**src/rtl/seg7_pkg.sv**
```systemverilog
// Shared constants and hex-to-segment encoding for the seven-segment display path.
package seg7_pkg;

    localparam int NUM_DIGITS = 4;
    localparam int NUM_PHASES = 8;

    // Segment bit order within a 7-bit segment word (active high).
    localparam int SEG_A = 0;
    localparam int SEG_B = 1;
    localparam int SEG_C = 2;
    localparam int SEG_D = 3;
    localparam int SEG_E = 4;
    localparam int SEG_F = 5;
    localparam int SEG_G = 6;

    typedef logic [6:0] seg_t;

    // Hex glyphs 0-F, with bit SEG_A at the LSB and bit SEG_G at the MSB.
    function automatic seg_t hex_to_seg(input logic [3:0] hex);
        seg_t seg;
        unique case (hex)
            4'h0: seg = 7'h3F;
            4'h1: seg = 7'h06;
            4'h2: seg = 7'h5B;
            4'h3: seg = 7'h4F;
            4'h4: seg = 7'h66;
            4'h5: seg = 7'h6D;
            4'h6: seg = 7'h7D;
            4'h7: seg = 7'h07;
            4'h8: seg = 7'h7F;
            4'h9: seg = 7'h6F;
            4'hA: seg = 7'h77;
            4'hB: seg = 7'h7C;
            4'hC: seg = 7'h39;
            4'hD: seg = 7'h5E;
            4'hE: seg = 7'h79;
            default: seg = 7'h71;
        endcase
        return seg;
    endfunction

endpackage

```
**src/rtl/seg7_scan_mux_if.sv**
```systemverilog
// Write port carrying the pending display word and its decimal points.
interface seg7_scan_mux_if;

    logic        wr_en;
    logic [15:0] wr_data;
    logic [3:0]  dp_in;

    modport master (output wr_en, output wr_data, output dp_in);
    modport slave  (input  wr_en, input  wr_data, input  dp_in);

endinterface

```
**src/rtl/seg7_hex_decode.sv**
```systemverilog
// Combinational hex nibble to seven-segment decoder.
module seg7_hex_decode
    import seg7_pkg::*;
(
    input  logic [3:0] hex_in,
    output seg_t       seg
);

    assign seg = hex_to_seg(hex_in);

endmodule

```
**src/rtl/seg7_scan_mux.sv**
```systemverilog
// Four-digit multiplexed seven-segment driver with PWM brightness,
// a dark ghost-guard phase per slot, leading-zero blanking and
// frame-synchronous update of the displayed word.
module seg7_scan_mux
    import seg7_pkg::*;
#(
    parameter int PHASE_LEN = 312,
    parameter int PHASE_W   = 9
) (
    input  logic                  clk,
    input  logic                  reset,
    seg7_scan_mux_if.slave        wr_bus,
    input  logic [2:0]            brightness,
    input  logic                  lz_blank,
    output logic [6:0]            seg_out,
    output logic                  dp_out,
    output logic [NUM_DIGITS-1:0] an_out,
    output logic                  frame_start
);

    localparam logic [PHASE_W-1:0] CYC_LAST   = PHASE_W'(PHASE_LEN - 1);
    localparam logic [2:0]         PHASE_LAST = 3'(NUM_PHASES - 1);

    // Scan counters.
    logic [PHASE_W-1:0] cyc_cnt;
    logic [2:0]         phase;
    logic [1:0]         digit_idx;

    // Pending word (written any time) and displayed word (frame-locked).
    logic [15:0]           pend_data;
    logic [NUM_DIGITS-1:0] pend_dp;
    logic [15:0]           disp_data;
    logic [NUM_DIGITS-1:0] disp_dp;
    logic [2:0]            bright_r;
    logic                  lzb_r;

    logic cyc_wrap;
    logic phase_wrap;
    logic boundary;

    assign cyc_wrap   = (cyc_cnt == CYC_LAST);
    assign phase_wrap = (phase == PHASE_LAST);
    assign boundary   = (digit_idx == 2'd0) && (phase == 3'd0) && (cyc_cnt == '0);

    // Cycle / phase / digit counters; phase and digit roll over naturally.
    always_ff @(posedge clk) begin
        // NOTE: state is updated with <= so every flop samples pre-edge values.
        if (reset) begin
            cyc_cnt   <= '0;
            phase     <= '0;
            digit_idx <= '0;
        end else begin
            cyc_cnt <= cyc_wrap ? '0 : cyc_cnt + 1'b1;
            if (cyc_wrap) begin
                phase <= phase + 3'd1;
                if (phase_wrap) begin
                    digit_idx <= digit_idx + 2'd1;
                end
            end
        end
    end

    // Pending register: last write wins, never stalled.
    always_ff @(posedge clk) begin
        if (reset) begin
            pend_data <= '0;
            pend_dp   <= '0;
        end else if (wr_bus.wr_en) begin
            pend_data <= wr_bus.wr_data;
            pend_dp   <= wr_bus.dp_in;
        end
    end

    // Display registers load only at the frame boundary, so a write that
    // lands on the boundary cycle is shown one frame later.
    always_ff @(posedge clk) begin
        if (reset) begin
            disp_data <= '0;
            disp_dp   <= '0;
            bright_r  <= '0;
            lzb_r     <= 1'b0;
        end else if (boundary) begin
            disp_data <= pend_data;
            disp_dp   <= pend_dp;
            bright_r  <= brightness;
            lzb_r     <= lz_blank;
        end
    end

    // Leading-zero blanking: digit n (3..1) blanks when nibbles n..3 are zero.
    logic [NUM_DIGITS-1:0] blank;
    logic                  zero_above;
    always_comb begin
        // NOTE: defaults first so no path leaves a variable unassigned (no latch).
        blank      = '0;
        zero_above = lzb_r;
        for (int n = NUM_DIGITS - 1; n >= 1; n--) begin
            zero_above = zero_above && (disp_data[4*n +: 4] == 4'h0);
            blank[n]   = zero_above;
        end
    end

    // Select the nibble of the digit currently being scanned.
    logic [3:0] cur_nib;
    seg_t       cur_seg;
    assign cur_nib = disp_data[4*digit_idx +: 4];

    seg7_hex_decode u_dec (
        .hex_in (cur_nib),
        .seg    (cur_seg)
    );

    // Next output values: anode lit on phases 1..bright_r, segments and
    // decimal point gated by the anode.
    logic                  an_on;
    logic [NUM_DIGITS-1:0] an_next;
    logic [6:0]            seg_next;
    logic                  dp_next;
    always_comb begin
        an_on    = (phase != 3'd0) && (phase <= bright_r);
        an_next  = '0;
        seg_next = '0;
        dp_next  = 1'b0;
        if (an_on) begin
            an_next = NUM_DIGITS'(1) << digit_idx;
            dp_next = disp_dp[digit_idx];
            if (!blank[digit_idx]) begin
                seg_next = cur_seg;
            end
        end
    end

    // Registered outputs, one cycle behind the counter state.
    always_ff @(posedge clk) begin
        if (reset) begin
            an_out      <= '0;
            seg_out     <= '0;
            dp_out      <= 1'b0;
            frame_start <= 1'b0;
        end else begin
            an_out      <= an_next;
            seg_out     <= seg_next;
            dp_out      <= dp_next;
            frame_start <= boundary;
        end
    end

endmodule

```
**src/flat_wrapper.sv**
```systemverilog
// flat-port wrapper written by rule: the top's interface ports become plain ports
module seg7_scan_mux_flat import seg7_pkg::*;
#(
    parameter int PHASE_LEN = 312,
    parameter int PHASE_W   = 9
)
  (clk, reset, brightness, lz_blank, seg_out, dp_out, an_out, frame_start, wr_bus_wr_en, wr_bus_wr_data, wr_bus_dp_in);
  seg7_scan_mux_if wr_bus_i ();
  input  logic clk;
  input  logic reset;
  input  logic [2:0] brightness;
  input  logic lz_blank;
  output logic [6:0] seg_out;
  output logic dp_out;
  output logic [NUM_DIGITS-1:0] an_out;
  output logic frame_start;
  input wire logic [$bits(wr_bus_i.wr_en)-1:0] wr_bus_wr_en;
  input wire logic [$bits(wr_bus_i.wr_data)-1:0] wr_bus_wr_data;
  input wire logic [$bits(wr_bus_i.dp_in)-1:0] wr_bus_dp_in;
  assign wr_bus_i.wr_en = wr_bus_wr_en;
  assign wr_bus_i.wr_data = wr_bus_wr_data;
  assign wr_bus_i.dp_in = wr_bus_dp_in;
  seg7_scan_mux #(.PHASE_LEN(PHASE_LEN), .PHASE_W(PHASE_W)) u_core (.clk(clk), .reset(reset), .wr_bus(wr_bus_i), .brightness(brightness), .lz_blank(lz_blank), .seg_out(seg_out), .dp_out(dp_out), .an_out(an_out), .frame_start(frame_start));
endmodule
```
**config.mk**
```make
export PLATFORM = sky130hd
export DESIGN_NAME = seg7_scan_mux_flat
export DESIGN_NICKNAME = d
export VERILOG_FILES = /design/src/rtl/seg7_pkg.sv /design/src/rtl/seg7_scan_mux_if.sv /design/src/rtl/seg7_hex_decode.sv /design/src/rtl/seg7_scan_mux.sv /design/src/flat_wrapper.sv
export SDC_FILE = /design/constraint.sdc
export NUM_CORES = 1
export LEC_CHECK = 0
export CORE_ASPECT_RATIO = 1.75
export CORE_MARGIN = 5
export CORE_UTILIZATION = 50
export CTS_CLUSTER_DIAMETER = 100
export DETAILED_ROUTE_END_ITERATION = 8
export GPL_TIMING_DRIVEN = 0
export PLACE_DENSITY = 0.85
export SKIP_CTS_REPAIR_TIMING = 1
export SYNTH_ARGS = -nofsm -noshare
export SYNTH_HDL_FRONTEND = slang
export SYNTH_SLANG_ARGS = --single-unit
export TNS_END_PERCENT = 20
```
**constraint.sdc**
```tcl
create_clock -name clk -period 4 [get_ports clk]
set_input_delay 0.4 -clock clk [delete_from_list [all_inputs] [get_ports clk]]
set_output_delay 0.4 -clock clk [all_outputs]
set_load 0.05 [all_outputs]
```
==> impl_metrics.ini, run 1 <==
[timing]
hold_viol_final = 0
slew_violations = 0
finalSetupTns_ps = 0
relSlewSlack_pct = 50.3
layout_min_cycle_time_ps = 2470
grt_setup_unrepaired = false
skew_ps = 8.65
max_freq_mhz = 405
setup_violations = 0
min_period_over_period_pct = 61.7
tightest_slew_ps = 745

[synthesis]
synth_top_area_share_pct = 46.2
yosys.area_share.simple_pct = 18.6
synth_top_family_by_area = simple AND/OR/NAND/NOR gates
yosys.area.top_type = dfxtp_1
synth-main-ff-cell = dfxtp_1
synthArstFlopShare_pct = 0
postSynthAreaPerCell_sq_um = 8.97
synth.yosys.seq_area_share_pct = 46.2
synth_cell_types = 40
netlist_instances = 343
synth_xor_area_share_pct = 2.85
ys_warn_count = 0
muxShareOfSynthArea_pct = 12.7
synth_edf_count = 0
synthesis.nets = 386
netlist_area_sq_mm = 0.00308
synthAdderAreaFrac_pct = 6.51
synth-compound-area-share_pct = 8.70
synthTopCellsByArea = dfxtp_1 (46%), mux2i_1 (9.8%), nand2_1 (7.2%)
synth_seq_cells = 71

[critical_path]
cp-start-kind = flip-flop
slowest_delay_ps = 390
worstPathRequired_ps = 4280
end_kind = flip-flop
cp.arrival_ps = 2750
slowest_stage = dfxtp_1
crit_fanout = 10
criticalPathCategory = flip-flop to flip-flop
crit_path_cell_trace = buf_2 -> mux4_1 -> inv_1 -> ha_1 -> or3_1 -> o211a_1 -> or3_4 -> a21oi_2

[clocking]
numCtsBuffers = 9
clkTransAtPathRegs_ps = 70
cts_buffer_depth = 2
clock-sinks = 71
cts_tree = built
insertion_delay_ps = 350
cts_max_level = 3
cts_root_buf = clkbuf_8

[floorplanning]
die_h_microns = 114
die_w_microns = 69.3
start_util_pct = 51.9
io_pins = 40
rows = 37
dieArea_sq_mm = 0.00788
core-area_sq_mm = 0.00593

[routing]
ant_nets = 0
num_vias = 2451
drtIter0Drc = 144
post_drt_wl_per_cell_microns = 13.4
first_pass_iters = 4
routed_wl_microns = 6370
drc = 0
drt-vias-per-instance = 5.17

[final_layout]
regArea_sq_mm = 0.00142
num_antenna_cells = 0
drive_gt1_share_pct = 7.32
area_delta_synth_final_pct = 22.9
multi_input_area_sq_mm = 0.00152
fillerInstances = 513
final_nets = 434

[pwr]
p_per_area_mw_per_mm2 = 423
power_mw = 1.60
ir_worst_vdd_mv = 0.282
p_leak_nw = 1.50

[global_routing]
grt.overflow.total = 0
grt_max_degree = 13
grt.total_usage_pct = 17.0
grt_pass1_vias = 2386
antenna_found_initial = 0
grt_first_pass_wirelength_microns = 10700

[flow_run]
max_cap_viol_count = 0

[placement]
hpwl_microns = 4810
place.gp.congestion = 0.832
port_buffers = 37

[min_path]
hold_path.class = primary input to flip-flop

[run_status]
status = finished, final reports clean
-- report_power, final --
group          internal, mW  total [mW]  leakage (nW)  switching [mW]
clock network         0.413       0.683         0.120           0.270
logic                0.0728       0.162         0.798          0.0890
registers             0.736       0.755         0.579          0.0193
total                  1.22        1.60          1.50           0.378
-- sequential cells by signal, summed over array words and instances (netlist names), 4 cells and up --
register and count:
u_core.seg_out 7, u_core.disp_data 16, u_core.disp_dp 4, u_core.cyc_cnt 9, u_core.an_out 4, u_core.pend_dp 4, u_core.pend_data 16
-- worst max-delay path, delay by kind of cell, from the launching register on --
| kind | cells | cell delay (ps) |
|---|---|---|
| flip-flops | 1 | 390 |
| adder cells (fa/ha/maj) | 1 | 240 |
| AO/OA/AOI/OAI | 2 | 250 |
| multiplexers | 1 | 370 |
| AND/OR/NAND/NOR | 2 | 760 |
| buffers and inverters | 2 | 400 |
-- per-stage QoR --
step / util [%] / setup WS [ps] / instances / area [sq um] / hold slack [ps]
final: 63.8 / 1530 / 474 / 3780 / 418
after CTS: 63.8 / 1520 / 474 / 3780 / 394
after detailed placement: 59.8 / 1540 / 458 / 3540 / 448
after floorplan: - / 1760 / 343 / 3080 / 428
after global placement: 59.8 / 1600 / 458 / 3540 / 438
after global routing: 63.8 / 1390 / 474 / 3780 / 437
-- final timing paths --
path                       start                    to  cells after the start  slack, ps
max          u_core.digit_idx[0]     u_core.seg_out[0]                      8       1530
min                        reset  u_core.disp_data[15]                      2        420
max reg2reg  u_core.digit_idx[0]     u_core.seg_out[0]                      8       1530
min reg2reg  u_core.disp_data[0]   u_core.disp_data[0]                      2        460
-- cells in the mapped netlist, drive strengths merged, types with 6 or more instances --
library cell	n
mux2i	30
o21ai	6
ha	16
xnor2	8
nor2	49
a21oi	27
nand3	6
clkbuf	12
dfxtp	71
nand2	59
inv	16
-- cells by family after synthesis --
family	Yosys count
simple gates	134
mux	34
xor+xnor	10
flops	71
fa+ha+maj	16
buf+inv	33
compound gates	45
-- cell usage in the layout (no fill, tap or decap), types with 2 or more instances in the layout --
cell	n
nor3b_1	2
ha_1	16
inv_1	15
nand3_1	6
dfxtp_1	71
nand2_1	59
mux2i_1	30
xnor2_1	8
buf_2	4
or2_2	2
nor2_1	49
clkbuf_8	9
xor2_1	2
a311oi_1	2
a211oi_1	4
o21ai_0	5
a221oi_1	2
or3_1	2
nand4_1	2
nor3_1	4
mux4_1	2
clkdlybuf4s50_1	37
bufinv_16	3
clkbuf_1	13
clkinv_2	2
a21oi_1	26
-- routing by layer --
| metal | vias to the layer above | GRT usage, % | part of all wire [%] |
|---|---|---|---|
| li1 | 1246 | - | - |
| met2 | 62 | 31.1 | 52 |
| met5 | - | 0 | 0 |
| met3 | 15 | 4.59 | 4.9 |
| met1 | 1128 | 17.7 | 40 |
| met4 | 0 | 8.34 | 2.5 |
-- cell type report --
type	count	share of cell area [%]
timing repair buffer	37	9.79
sequential	71	37.6
multi-input combinational	239	40.2
inverter	16	1.59
clock inverter	6	2.88
clock buffer	10	3.38
buffer	17	2.02
tap	78	2.58
(Power assumes the default switching activity.)
==> inputs of run 2 (changes only) <==
--- a/config.mk
+++ b/config.mk
@@ -7,11 +7,11 @@
 export LEC_CHECK = 0
 export CORE_ASPECT_RATIO = 1.75
 export CORE_MARGIN = 5
-export CORE_UTILIZATION = 50
+export CORE_UTILIZATION = 49
 export CTS_CLUSTER_DIAMETER = 100
 export DETAILED_ROUTE_END_ITERATION = 8
 export GPL_TIMING_DRIVEN = 0
-export PLACE_DENSITY = 0.85
+export PLACE_DENSITY = 0.87
 export SKIP_CTS_REPAIR_TIMING = 1
 export SYNTH_ARGS = -nofsm -noshare
 export SYNTH_HDL_FRONTEND = slang
==> constraint.sdc (replaced) <==
create_clock -name clk -period 2.2 [get_ports clk]
set_input_delay 0.22 -clock clk [delete_from_list [all_inputs] [get_ports clk]]
set_output_delay 0.22 -clock clk [all_outputs]
set_load 0.05 [all_outputs]
==> run 2 against run 1 <==
Clock power up 27%. Worst hold slack worse by 190 ps. Die area up 1.8%. Sequential power up 81%. Critical path depth unchanged. Maximum frequency up 12%. Sequential cell count unchanged. Non-clock buffer count up 1. The run now ends with negative setup slack left. Clock skew down 1.4 ps. Highest routed layer unchanged. Power up 59%. Utilization down 3.2 points.
==> impl_metrics.ini, run 2 (synthesis gave the netlist of run 1 again) <==
[floorplanning]
dieArea_sq_mm = 0.00803
start_util_pct = 49.8
die_h_microns = 115
core-area_sq_mm = 0.00618
die_w_microns = 69.9
rows = 38
io_pins = 40

[pwr]
seqPwrFrac_pct = 53.8
ir_worst_vdd_mv = 0.653
comb_power_share_pct = 12.1
p_leak_nw = 1.46
pwr-share-clk_pct = 34.1
p_per_area_mw_per_mm2 = 681
switching_share_pct = 25.0
net-switching-power_uw = 638
cell_internal_pwr_mw = 1.91

[run_status]
failed_checks = negative setup slack
status = finished, violations left

[global_routing]
grt.total_usage_pct = 16.4
grt.overflow.total = 0
grt_pass1_vias = 2437
grt_first_pass_wirelength_microns = 10400
antenna_found_initial = 0
grt_max_degree = 11

[critical_path]
slowest_stage = mux4_2
reg2reg_to = u_core.seg_out[0]
timing.rr.start = u_core.digit_idx[0]
slowest_delay_ps = 400
cp-start-kind = flip-flop
cp-startpoint = u_core.digit_idx[0]
cp.depth = 8
endpoint = u_core.seg_out[0]
reg2reg_depth = 8
crit_path_cell_trace = buf_6 -> mux4_2 -> inv_4 -> ha_4 -> or3_1 -> o211a_1 -> or3_4 -> a21oi_2
worstPathRequired_ps = 2480
crit_fanout = 10
r2r_setup_slack_ps = -4
end_kind = flip-flop
cp.arrival_ps = 2480
crit_buf_inv = 2
criticalPathCategory = flip-flop to flip-flop
cp_top_family = simple AND/OR/NAND/NOR gates

[timing]
hold_viol_final = 0
finalWorstSetupSlack_ps = -4.32
max_freq_mhz = 454
relSlewSlack_pct = 49.4
setup_violations = 1
layout_min_cycle_time_ps = 2200
finalSetupTns_ps = -4.32
min_period_over_period_pct = 100
slew_violations = 0
skew_ps = 7.29
tightest_slew_ps = 758
grt_setup_unrepaired = true

[routing]
drtIter0Drc = 98
post_drt_wl_per_cell_microns = 13.9
ant_nets = 0
drc = 0
routed_wl_microns = 6600
drt-vias-per-instance = 5.27
first_pass_iters = 4
num_vias = 2509

[final_layout]
largestRegisters = u_core.disp_data x16, u_core.pend_data x16, u_core.cyc_cnt x9
final_cell_mix = dfxtp_1 (70), nand2_1 (59), nor2_1 (49)
fillerInstances = 530
area_delta_synth_final_pct = 21.7
post-route-util_pct = 60.6
final_nets = 435
drive_gt1_share_pct = 8.33
layout_commonest_cell = dfxtp_1
num_antenna_cells = 0

[clocking]
cts_max_level = 3
numCtsBuffers = 9
cts_buffer_depth = 2
cts_root_buf = clkbuf_8
clock-sinks = 71
insertion_delay_ps = 340
clkTransAtPathRegs_ps = 70
cts_tree = built

[placement]
port_buffers = 37
hpwl_microns = 5020
place.gp.congestion = 0.852

[min_path]
hp-start = reset
hold_path.class = primary input to flip-flop

[flow_run]
max_cap_viol_count = 0
run 2: layer usage:
metal | track usage, % | up-vias | share of wire [%] | routed length (microns)
met5 | 0 | - | 0 | 0
met4 | 11.5 | 0 | 4.5 | 297
met3 | 3.41 | 28 | 4.8 | 314
met2 | 32.1 | 63 | 57 | 3750
met1 | 14.6 | 1170 | 34 | 2230
li1 | - | 1248 | - | -
run 2: through the flow:
stage,hold slack (ps),cells,setup WS (ps),power [mW],cell area [sq um]
detailed placement,444,460,-183,1.70,3540
finish,224,476,-4.32,2.55,3740
floorplan,360,343,0.0133,1.59,3070
CTS,212,475,-212,2.55,3700
global route,284,476,-65.9,2.66,3740
global placement,438,460,-133,1.69,3540
run 2: how the worst min path moves through the flow:
stage / end / depth (start not counted)
after floorplan: u_core.bright_r[0] / 2
after global placement: u_core.disp_dp[2] / 2
after detailed placement: u_core.disp_dp[2] / 2
after CTS: u_core.disp_data[15] / 2
after global routing: u_core.disp_data[15] / 2
final: u_core.disp_data[15] / 2
run 2: power by group through the flow:
stage / Sequential (mW) / Combinational, mW / Clock, mW
floorplan: 1.40 / 0.193 / 0
global placement: 1.40 / 0.286 / 0
detailed placement: 1.40 / 0.297 / 0
CTS: 1.37 / 0.300 / 0.881
global route: 1.38 / 0.344 / 0.940
finish: 1.37 / 0.307 / 0.869
run 2: area by class of cell:
cell class	count	area (sq um)	area share [%]
plain buffers	17	85.1	2.27
well taps	80	100	2.67
inverters	16	62.6	1.67
repair buffers	38	378	10.1
multi-input cells	239	1540	41.0
clock inverters	1	5.00	0.134
flip-flops and latches	71	1430	38.1
clock buffers	14	153	4.08
==> inputs of run 3 (changes only) <==
--- a/config.mk
+++ b/config.mk
@@ -5,6 +5,7 @@
 export SDC_FILE = /design/constraint.sdc
 export NUM_CORES = 1
 export LEC_CHECK = 0
+export CAP_MARGIN = 20
 export CORE_ASPECT_RATIO = 1.75
 export CORE_MARGIN = 5
 export CORE_UTILIZATION = 49
==> constraint.sdc (replaced) <==
create_clock -name clk -period 2 [get_ports clk]
set_input_delay 0.2 -clock clk [delete_from_list [all_inputs] [get_ports clk]]
set_output_delay 0.2 -clock clk [all_outputs]
set_load 0.05 [all_outputs]
==> run 3 against run 2 <==
Clock skew grew 0.99 ps. The flow still finishes with violations (negative setup slack). Die area is the same. Combinational power grew 11%. Critical endpoint unchanged.
==> impl_metrics.ini, run 3 (synthesis gave the netlist of run 1 again) <==
[run_status]
status = finished, violations left
failed_checks = negative setup slack

[timing]
slew_violations = 0
grt_setup_unrepaired = true
finalSetupTns_ps = -115
setup_violations = 2
max_freq_mhz = 478
hold_viol_final = 0
min_period_over_period_pct = 105
tightest_slew_ps = 784
layout_min_cycle_time_ps = 2090
whs_ps = 217
relSlewSlack_pct = 47.7
skew_ps = 8.27
finalWorstSetupSlack_ps = -93.7

[final_layout]
multi_input_area_sq_mm = 0.00157
post-route-util_pct = 62.2
layout_commonest_cell = dfxtp_1
drive_gt1_share_pct = 10.4
area_delta_synth_final_pct = 25.0
fin_cells = 475
largestRegisters = u_core.disp_data x16, u_core.pend_data x16, u_core.cyc_cnt x9
fillerInstances = 508
final_nets = 433
final_cell_mix = dfxtp_1 (70), nand2_1 (59), nor2_1 (49)
num_antenna_cells = 0
regArea_sq_mm = 0.00142

[clocking]
cts_buffer_depth = 2
clkTransAtPathRegs_ps = 80
numCtsBuffers = 9
clock-sinks = 71
insertion_delay_ps = 360
cts_tree = built
cts_root_buf = clkbuf_8
cts_max_level = 3

[critical_path]
cp.arrival_ps = 2390
crit_fanout = 10
cp-start-kind = flip-flop
end_kind = flip-flop
criticalPathCategory = flip-flop to flip-flop
worstPathRequired_ps = 2300
slowest_stage = mux4_2
r2r_setup_slack_ps = -90
slowest_delay_ps = 400
crit_path_cell_trace = buf_6 -> mux4_2 -> inv_2 -> ha_4 -> or3_1 -> o211a_1 -> or3_4 -> a21oi_2

[global_routing]
grt_first_pass_wirelength_microns = 11100
grt.overflow.total = 0
antenna_found_initial = 0
grt_max_degree = 12
grt.total_usage_pct = 17.4
grt_pass1_vias = 2478

[floorplanning]
die_h_microns = 115
core-area_sq_mm = 0.00618
io_pins = 40
die_w_microns = 69.9
dieArea_sq_mm = 0.00803
start_util_pct = 49.8
rows = 38

[placement]
hpwl_microns = 4950
preCtsSetupSlack_ps = -110
place_inst = 460
place.gp.congestion = 0.835
port_buffers = 37

[routing]
drc = 0
routed_wl_microns = 6630
ant_nets = 0
post_drt_wl_per_cell_microns = 14.0
num_vias = 2518
drtIter0Drc = 130
first_pass_iters = 4
drt-vias-per-instance = 5.30

[pwr]
ir_worst_vdd_mv = 0.653
p_per_area_mw_per_mm2 = 837
p_leak_nw = 1.52

[flow_run]
max_cap_viol_count = 0

[min_path]
hold_path.class = primary input to flip-flop
==> run 3: worst max-delay path, delay by kind of cell, from the launching register on <==
family	cells	cell delay, ps
adder cells (fa/ha/maj)	1	170
multiplexers	1	400
AND/OR/NAND/NOR	2	630
buffers and inverters	2	230
AO/OA/AOI/OAI	2	250
flip-flops	1	350
==> run 3: final cells by class <==
cell class,count,area share [%]
Clock buffer,14,4.75
Timing Repair Buffer,37,9.63
Sequential cell,71,37.0
Clock inverter,2,1.56
Multi-Input combinational cell,239,40.7
Inverter,16,1.56
Tap cell,80,2.60
Buffer,16,2.21
==> run 3: final timing paths <==
check        cells past startpoint                start              endpoint
max                              8  u_core.digit_idx[0]     u_core.seg_out[0]
min                              2                reset  u_core.disp_data[15]
max reg2reg                      8  u_core.digit_idx[0]     u_core.seg_out[0]
min reg2reg                      2    u_core.disp_dp[0]     u_core.disp_dp[0]
==> run 3: per-layer routing <==
metal  share of wire [%]  up-vias  GRT usage (%)
li1                    -     1243              -
met1                  37     1197           17.2
met2                  55       56           32.0
met3                 3.8       22           4.11
met4                 3.8        0           11.5
met5                   0        -              0
==> run 3: per-stage QoR <==
stage | power (mW) | instance area [sq um]
after floorplan | 1.75 | 3090
after global placement | 1.86 | 3560
after detailed placement | 1.87 | 3560
after CTS | 3.23 | 3810
after global routing | 3.33 | 3850
final | 3.22 | 3850
==> run 3: report_power, final <==
part | internal [mW] | switching (mW) | total, mW
sequential | 1.47 | 0.0385 | 1.51
clock | 0.840 | 0.528 | 1.37
combinational | 0.155 | 0.185 | 0.340
